`src/rtl/ctrl_link_pkg.sv`:
```
// Shared definitions for the player-2 controller serial link (transmitter and receiver).
// Frame layout: start, five data bits LSB first, even parity, stop.
package ctrl_link_pkg;

  localparam int   FRAME_BITS = 8;
  localparam int   DATA_BITS  = 5;
  localparam logic START_LVL  = 1'b0;
  localparam logic STOP_LVL   = 1'b1;

  localparam int BTN_UP     = 0;
  localparam int BTN_DOWN   = 1;
  localparam int BTN_LEFT   = 2;
  localparam int BTN_RIGHT  = 3;
  localparam int BTN_ATTACK = 4;

  typedef enum logic [2:0] {
    ST_IDLE,
    ST_START,
    ST_DATA,
    ST_PARITY,
    ST_STOP,
    ST_GAP
  } link_state_e;

  function automatic logic even_parity(input logic [DATA_BITS-1:0] data);
    return ^data;
  endfunction

endpackage

```
`src/rtl/baud_tick_gen.sv`:
```
// Reloadable down-counter: tick is high while the count sits at zero, marking the
// last clock of a bit period. Shared by the link transmitter and receiver.
module baud_tick_gen #(
  parameter  int DIV   = 1000,
  localparam int CNT_W = $clog2(DIV)
) (
  input  logic             clk,
  input  logic             reset,
  input  logic             load,
  output logic [CNT_W-1:0] count,
  output logic             tick
);

  // NOTE: sequential state uses non-blocking assignments so every flop samples
  // pre-edge values, independent of the order the simulator runs processes.
  always_ff @(posedge clk or negedge reset) begin
    if (!reset) begin
      count <= '0;
    end else if (load) begin
      count <= CNT_W'(DIV - 1);
    end else if (count != '0) begin
      count <= count - 1'b1;
    end
  end

  assign tick = (count == '0);

endmodule

```
`src/rtl/ctrl_link_tx.sv`:
```
// Serialising transmitter for the player-2 controller link: snapshots the synchronised
// buttons and sends them as a parity-protected frame, back-to-back while enabled.
module ctrl_link_tx
  import ctrl_link_pkg::*;
#(
  parameter int BAUD_DIV = 1000,
  parameter int GAP_BITS = 2
) (
  input  logic                 clk,
  input  logic                 reset,
  input  logic                 enable,
  input  logic [DATA_BITS-1:0] btn,
  output logic                 tx,
  output logic                 busy,
  output logic                 frame_done,
  output logic [DATA_BITS-1:0] sent_data
);

  localparam int TIMER_W  = $clog2(BAUD_DIV);
  localparam int IDX_W    = $clog2(DATA_BITS);
  localparam int GAP_W    = (GAP_BITS > 1) ? $clog2(GAP_BITS) : 1;
  localparam int GAP_LAST = (GAP_BITS > 0) ? GAP_BITS - 1 : 0;

  link_state_e          state, state_next;
  logic [IDX_W-1:0]     bit_idx, bit_idx_next;
  logic [GAP_W-1:0]     gap_cnt, gap_next;
  logic [TIMER_W-1:0]   timer;
  logic                 tick, load;
  logic                 parity_reg;
  logic                 tx_next, busy_next, frame_done_next;
  logic [DATA_BITS-1:0] btn_meta, btn_sync;

  baud_tick_gen #(.DIV(BAUD_DIV)) u_baud (
    .clk   (clk),
    .reset (reset),
    .load  (load),
    .count (timer),
    .tick  (tick)
  );

  // NOTE: every signal written here gets a default first, so no path can leave
  // one unassigned and infer a latch.
  always_comb begin
    state_next   = state;
    bit_idx_next = bit_idx;
    gap_next     = gap_cnt;
    load         = 1'b0;

    case (state)
      ST_IDLE: if (enable) begin
        state_next = ST_START;
        load       = 1'b1;
      end
      ST_START: if (tick) begin
        state_next   = ST_DATA;
        bit_idx_next = '0;
        load         = 1'b1;
      end
      ST_DATA: if (tick) begin
        load = 1'b1;
        if (bit_idx == IDX_W'(DATA_BITS - 1)) state_next = ST_PARITY;
        else                                  bit_idx_next = bit_idx + 1'b1;
      end
      ST_PARITY: if (tick) begin
        state_next = ST_STOP;
        load       = 1'b1;
      end
      ST_STOP: if (tick) begin
        if (GAP_BITS > 0) begin
          state_next = ST_GAP;
          gap_next   = GAP_W'(GAP_LAST);
          load       = 1'b1;
        end else begin
          state_next = ST_IDLE;
        end
      end
      ST_GAP: if (tick) begin
        if (gap_cnt == '0) begin
          state_next = ST_IDLE;
        end else begin
          gap_next = gap_cnt - 1'b1;
          load     = 1'b1;
        end
      end
      default: state_next = ST_IDLE;
    endcase

    // Outputs are registered, so their next values follow the next state.
    case (state_next)
      ST_START:  tx_next = START_LVL;
      ST_DATA:   tx_next = sent_data[bit_idx_next];
      ST_PARITY: tx_next = parity_reg;
      default:   tx_next = STOP_LVL;
    endcase
    busy_next       = (state_next != ST_IDLE);
    frame_done_next = (state == ST_STOP) && (timer == TIMER_W'(1));
  end

  always_ff @(posedge clk or negedge reset) begin
    if (!reset) begin
      state      <= ST_IDLE;
      bit_idx    <= '0;
      gap_cnt    <= '0;
      tx         <= 1'b1;
      busy       <= 1'b0;
      frame_done <= 1'b0;
      sent_data  <= '0;
      parity_reg <= 1'b0;
      btn_meta   <= '0;
      btn_sync   <= '0;
    end else begin
      btn_meta   <= btn;
      btn_sync   <= btn_meta;
      state      <= state_next;
      bit_idx    <= bit_idx_next;
      gap_cnt    <= gap_next;
      tx         <= tx_next;
      busy       <= busy_next;
      frame_done <= frame_done_next;
      if (state == ST_IDLE && enable) begin
        sent_data  <= btn_sync;
        parity_reg <= even_parity(btn_sync);
      end
    end
  end

endmodule

```
`config.mk`:
```
export PLATFORM = sky130hd
export DESIGN_NAME = ctrl_link_tx
export DESIGN_NICKNAME = d
export VERILOG_FILES = /design/src/rtl/ctrl_link_pkg.sv /design/src/rtl/baud_tick_gen.sv /design/src/rtl/ctrl_link_tx.sv
export SDC_FILE = /design/constraint.sdc
export NUM_CORES = 1
export LEC_CHECK = 0
export ABC_AREA = 1
export CAP_MARGIN = 10
export CORE_MARGIN = 5
export CORE_UTILIZATION = 51
export CTS_CLUSTER_DIAMETER = 30
export DETAILED_ROUTE_END_ITERATION = 6
export PLACE_DENSITY = 0.86
export SLEW_MARGIN = 5
export SYNTH_ARGS = -nofsm -noshare
export SYNTH_HDL_FRONTEND = slang
export SYNTH_SLANG_ARGS = --single-unit
```
`constraint.sdc`:
```
create_clock -name clk -period 1.84 [get_ports clk]
set_input_delay 0.368 -clock clk [delete_from_list [all_inputs] [get_ports clk]]
set_output_delay 0.368 -clock clk [all_outputs]
set_load 0.02 [all_outputs]
```
==> results of run 1 <==
area by class of cell:
class | instances | area (um^2)
Multi-Input combinational cell | 128 | 837.1
Clock buffer | 5 | 37.54
Tap cell | 46 | 57.56
Fill cell | 254 | 1176
Timing Repair Buffer | 27 | 239.0
Inverter | 31 | 116.4
Sequential cell | 36 | 902.1
Clock inverter | 3 | 23.77
worst max path at each step:
stage | from | endpoint | slack [ns] | cells after the start
after floorplan | u_baud.count[0] | busy | 0.10 | 12
after global placement | u_baud.count[1] | tx | 0.09 | 14
after detailed placement | u_baud.count[1] | tx | 0.02 | 15
after CTS | u_baud.count[1] | tx | 0.01 | 14
after global routing | state[0] | tx | -0.06 | 12
final | sent_data[2] | sent_data[2] | 0.09 | 1
worst register-to-register path: stages (launching register included):
cell,delay (ns)
dfrtp_1,0.42
inv_2,0.09
ha_4,0.15
inv_2,0.04
nor2_4,0.12
nand3_4,0.17
o21ai_2,0.26
nand4_4,0.15
a21oi_1,0.15
nand2_1,0.07
nand2_1,0.05
nand2_1,0.05
power by group through the flow:
stage                     clock (mW)  sequential, mW  combinational, mW
after floorplan                    0           0.821             0.0105
after CTS                      0.461           0.807             0.0454
after global routing           0.490           0.808             0.0509
after detailed placement           0           0.822             0.0450
after global placement             0           0.821             0.0431
final                          0.448           0.807             0.0436
cell usage in the layout (no fill, tap or decap), types with 7 or more instances in the layout:
master           instances
nand2_1                 36
dfrtp_1                 35
inv_1                   20
nand3_1                 16
clkdlybuf4s50_1         14
buf_4                   12
inv_2                   11
nand2_2                  8
nor2_1                   8
nor2_2                   7
per-layer routing:
| metal | part of all wire | GRT usage | vias to the layer above |
|---|---|---|---|
| li1 | - | - | 695 |
| met1 | 0.45 | 0.1921 | 678 |
| met2 | 0.49 | 0.2754 | 26 |
| met3 | 0.036 | 0.03623 | 8 |
| met4 | 0.022 | 0.06596 | 0 |
| met5 | 0 | 0 | - |
metrics by stage:
stage	hold slack (ns)	std cells	setup TNS (ns)	area, um^2	util
4_1_cts	0.3614	271	0	2131	0.6286
6_report	0.3600	276	0	2213	0.6530
2_1_floorplan	0.07241	195	0	1814	-
3_3_place_gp	0.3320	263	0	2071	0.6109
5_1_grt	0.3700	276	-0.06347	2213	0.6530
3_5_place_dp	0.3347	263	0	2071	0.6109
what timing repair did:
action | in CTS | in global routing
cloned | 0 | 1
gates resized for setup | 1 | 12
pin swaps | 0 | 4
setup buffers | 0 | 4
endpoints found under the setup margin | 1 | 7
cells by family after synthesis:
kind of cell,count (synthesis)
adders and majority gates,4
DFF,36
muxes,4
buffers and inverters,32
AOI/OAI and AO/OA,22
and+or+nand+nor,91
xor gates and xnor gates,6
==> results.toml, run 1 <==
[min_path]
hp-class = "flop to flop"
whs_path_depth = 0
hp-start = "btn_meta[4]"
holdPathEnd = "btn_sync[4]"

[drt]
vias_per_cell = 5.098
drc_errors = 0
drtPass1Iterations = 4
ant_nets = 0
wirelength_um = 3745
post_drt_wl_per_cell_um = 13.57
vias = 1407
drtIter0Drc = 116

[outcome]
status = "complete, no violations"

[critical_path]
reg2reg_setup_slack_ns = 0.10
critPathTopFamily = "buffers and inverters"
r2r_end = "tx"
cp.arrival_ns = 1.38
worstSetupPathType = "flop to output port"
required_ns = 1.47
critPathMaxStageDelay_ns = 0.62
cpMaxStageDelayCell = "clkdlybuf4s50_1"
crit_path_start_kind = "flop"
cp-end-kind = "output port"
worstPathMaxFanout = 3
worstPathCellList = "clkdlybuf4s50_1"
reg2regPathDepth = 11
worst-path-buf-inv = 1
r2r_start = "u_baud.count[1]"

[floorplan]
fp.dieH_um = 69.65
die_area_um2 = 4850
pin_count = 16
fp.dieW_um = 69.65
start_util = 0.5353
fp.coreArea_um2 = 3390
num_rows = 21

[clock_tree]
cts_hold_buf = 0
cts_tree = "done"
htree_levels = 2
insertion_delay_ns = 0.36
root_buffer = "clkbuf_4"
clkSlewWorstSetupHoldPaths_ns = 0.13
numCtsBuffers = 5
clockBufferDepth = 2
cts.sinks = 36

[sta]
slew-limit-headroom = 0.7086
setup_viol = 0
finalCritPeriodShare = 0.9517
finalHoldViolations = 0
fin_ws_ns = 0.08884
fmax_mhz = 571.0
fin_worst_skew_ns = 0.01098
slew_viol_final = 0
min_period_ns = 1.751
rsz0062_at_grt = "true"
worst_pin_slew_ns = 0.4371

[logic_synthesis]
netlist_area_um2 = 1814
yosys-top-cells-count = "40 x nand2_1, 35 x dfrtp_1, 22 x inv_1"
async_flop_share = 1.000
synthAdderAreaFrac = 0.02759
netlist.top_cell.by_area = "dfrtp_1"
yosysSeqAreaShare = 0.4972
synth_simple_gate_area_frac = 0.2669
synthMuxAreaShare = 0.02483
yosys.area_share.xor_xnor = 0.02897
ys_ff_latch = 36
post-synth-top-area-fraction = 0.4828
synth_flop_cell = "dfrtp_1"
syn_avg_cell_area_um2 = 9.304
synth_compound_area_frac = 0.08414
yosysWarningCount = 0
synthCells = 195
synth-edff-count = 0
synth_nets = 207
yosysMostFrequentCell = "nand2_1"
netlist_top_cells_area = "dfrtp_1 48%, nand2_1 8.3%, nand3_1 4.7%, inv_1 4.6%, ha_1 2.8%"
synth_top_family_by_area = "simple AND/OR/NAND/NOR gates"
synthDistinctLibCells = 29

[global_route]
antenna_found_initial = 0
grt_pass1_vias = 1407
grt.overflow.total = 0
grt.total_usage = 0.1600
grt_pass1_wl_um = 6292
grt_max_degree = 37

[place]
dp_slack_ns = 0.02335
gp_congestion = 0.8719
hpwl_um = 2613
port_buffers = 15

[layout]
syn_to_final_growth_pct = 22.00
largest_register = "u_baud.count"
num_antenna_cells = 0
fin_nets = 241
largest_register_ffs = 10
drive_above_1_share = 0.3087

[power_and_ir_drop]
pwr-share-comb = 0.034
swShare = 0.2504
clock_power_share = 0.345
power.total_mw = 1.298
p_sw_mw = 0.3250
internal-power_mw = 0.9728
power.leakage_nw = 1.033
p_seq_frac = 0.622
vdd_drop_max_mv = 0.4472
powerDensity_nw_per_um2 = 586.3

[job]
cap_viol_max_count = 0
Power figures use the tool's default switching activity.
==> inputs of run 2 (changes only) <==
--- a/config.mk
+++ b/config.mk
@@ -8,10 +8,10 @@
 export ABC_AREA = 1
 export CAP_MARGIN = 10
 export CORE_MARGIN = 5
-export CORE_UTILIZATION = 51
+export CORE_UTILIZATION = 40
 export CTS_CLUSTER_DIAMETER = 30
 export DETAILED_ROUTE_END_ITERATION = 6
-export PLACE_DENSITY = 0.86
+export PLACE_DENSITY = 0.72
 export SLEW_MARGIN = 5
 export SYNTH_ARGS = -nofsm -noshare
 export SYNTH_HDL_FRONTEND = slang
==> run 2 against run 1 <==
Sequential share of layout area is 0.50 points lower. Final cell count is 1.4% higher. Clock power is 60% higher. Non-clock buffer count is 2 lower. Global-route usage is 4.0 points lower. Fmax is 2.1% lower. Register-to-register slack better by 0.03 ns. Via count is 2.7% lower. Cell area is 1.2% higher. Routed wire length is 9.2% lower. Total power is 21% higher. Critical path type unchanged. Critical endpoint is now tx.
==> results.toml, run 2 (synthesis results as in run 1) <==
[outcome]
status = "complete, no violations"

[clock_tree]
numCtsBuffers = 5
clockBufferDepth = 2
cts_tree = "done"
clkSlewWorstSetupHoldPaths_ns = 0.08
cts_hold_buf = 0
htree_levels = 2
cts.sinks = 36
insertion_delay_ns = 0.29
root_buffer = "clkbuf_8"

[layout]
largest_register = "u_baud.count"
final_util = 0.5111
num_antenna_cells = 0
drive_above_1_share = 0.2982
final_cell_mix = "39 x nand2_1, 35 x dfrtp_1, 20 x inv_1"
seqCellArea_um2 = 902.1
multi_input_area_um2 = 822.0
largest_register_ffs = 10
syn_to_final_growth_pct = 23.52
fin_nets = 239
num-fill-cells = 389
layout_commonest_cell = "nand2_1"

[place]
port_buffers = 15
gp_congestion = 0.8510
hpwl_um = 2497

[floorplan]
die_area_um2 = 5982
fp.dieW_um = 77.35
pin_count = 16
fp.dieH_um = 77.35
start_util = 0.4138
num_rows = 24
fp.coreArea_um2 = 4384

[sta]
fmax_mhz = 559.3
fin_worst_skew_ns = 0.004657
worst_pin_slew_ns = 0.4475
slew_viol_final = 0
rsz0062_at_grt = "true"
hold_ws_ns = 0.09650
finalHoldViolations = 0
slew-limit-headroom = 0.7017
finalCritPeriodShare = 0.9717
setup_viol = 0
min_period_ns = 1.788

[drt]
post_drt_wl_per_cell_um = 12.15
ant_nets = 0
vias_per_cell = 4.889
drtIter0Drc = 70
drc_errors = 0
vias = 1369
drtPass1Iterations = 5
wirelength_um = 3401

[global_route]
grt_pass1_vias = 1328
grt.overflow.total = 0
grt_pass1_wl_um = 5892
antenna_found_initial = 0
grt.total_usage = 0.1199
grt_max_degree = 37

[critical_path]
crit_path_start_kind = "flop"
critPathTopFamily = "buffers and inverters"
worst-path-buf-inv = 1
cp.arrival_ns = 1.42
cp-end-kind = "output port"
cpMaxStageDelayCell = "clkdlybuf4s50_1"
required_ns = 1.47
worstSetupPathType = "flop to output port"
worstPathMaxFanout = 1
worstPathCellList = "clkdlybuf4s50_1"
critPathMaxStageDelay_ns = 0.60

[power_and_ir_drop]
powerDensity_nw_per_um2 = 697.9
vdd_drop_max_mv = 0.4737
power.leakage_nw = 1.035

[job]
cap_viol_max_count = 0

[min_path]
hp-class = "input port to async pin"
run 2: cell type report:
| cell class | instances | share of cell area |
|---|---|---|
| clock inverter | 3 | 0.02066 |
| sequential | 36 | 0.4026 |
| tap | 52 | 0.02903 |
| timing repair buffer | 25 | 0.09827 |
| multi-input combinational | 128 | 0.3668 |
| clock buffer | 5 | 0.03071 |
| inverter | 31 | 0.05193 |
run 2: repair_timing:
action	CTS	global route
resized for setup	1	7
pin swaps	1	3
cloned	0	1
setup endpoints to repair	1	13
hold endpoints to repair	0	0
setup buffers	1	1
run 2: per-stage QoR:
stage	power (mW)	cells	TNS [ns]	worst slack (ns)	instance area, um^2
after floorplan	0.8315	195	0	0.1003	1814
after global placement	0.8638	269	0	0.05292	2073
after detailed placement	0.8655	269	-0.02429	-0.02429	2073
after CTS	1.578	278	0	0.001281	2198
after global routing	1.624	280	-0.008867	-0.008867	2241
final	1.564	280	0	0.05210	2241
run 2: per-layer routing:
metal	part of all wire	vias up	GRT usage
met1	0.47	641	0.1541
met3	0.039	7	0.03125
li1	-	692	-
met4	0.023	0	0.05670
met5	0	-	0
met2	0.47	29	0.1886
run 2: final timing paths:
check	startpoint	end	slack, ns	cells after the start
setup / recovery	tx	tx	0.05	1
hold / removal	reset	u_baud.count[6]	0.1	2
setup reg to reg	u_baud.count[1]	u_baud.count[0]	0.13	11
hold reg to reg	btn_meta[3]	btn_sync[3]	0.35	0
max in group asynchronous	reset	tx	1.39	2
min in group clk	btn_meta[3]	btn_sync[3]	0.35	0
run 2: report_power, final:
group / leakage (nW) / switching [mW] / internal, mW
Combinational: 0.550 / 0.0215 / 0.0194
Clock: 0.0548 / 0.308 / 0.408
Sequential: 0.430 / 0.00520 / 0.802
Total: 1.04 / 0.335 / 1.23
==> inputs of run 3 (changes only) <==
--- a/config.mk
+++ b/config.mk
@@ -11,6 +11,7 @@
 export CORE_UTILIZATION = 40
 export CTS_CLUSTER_DIAMETER = 30
 export DETAILED_ROUTE_END_ITERATION = 6
+export HOLD_SLACK_MARGIN = 0.1
 export PLACE_DENSITY = 0.72
 export SLEW_MARGIN = 5
 export SYNTH_ARGS = -nofsm -noshare
==> results of run 3 <==
Same layout as run 2: the final DEF is identical, and so are final timing and power.
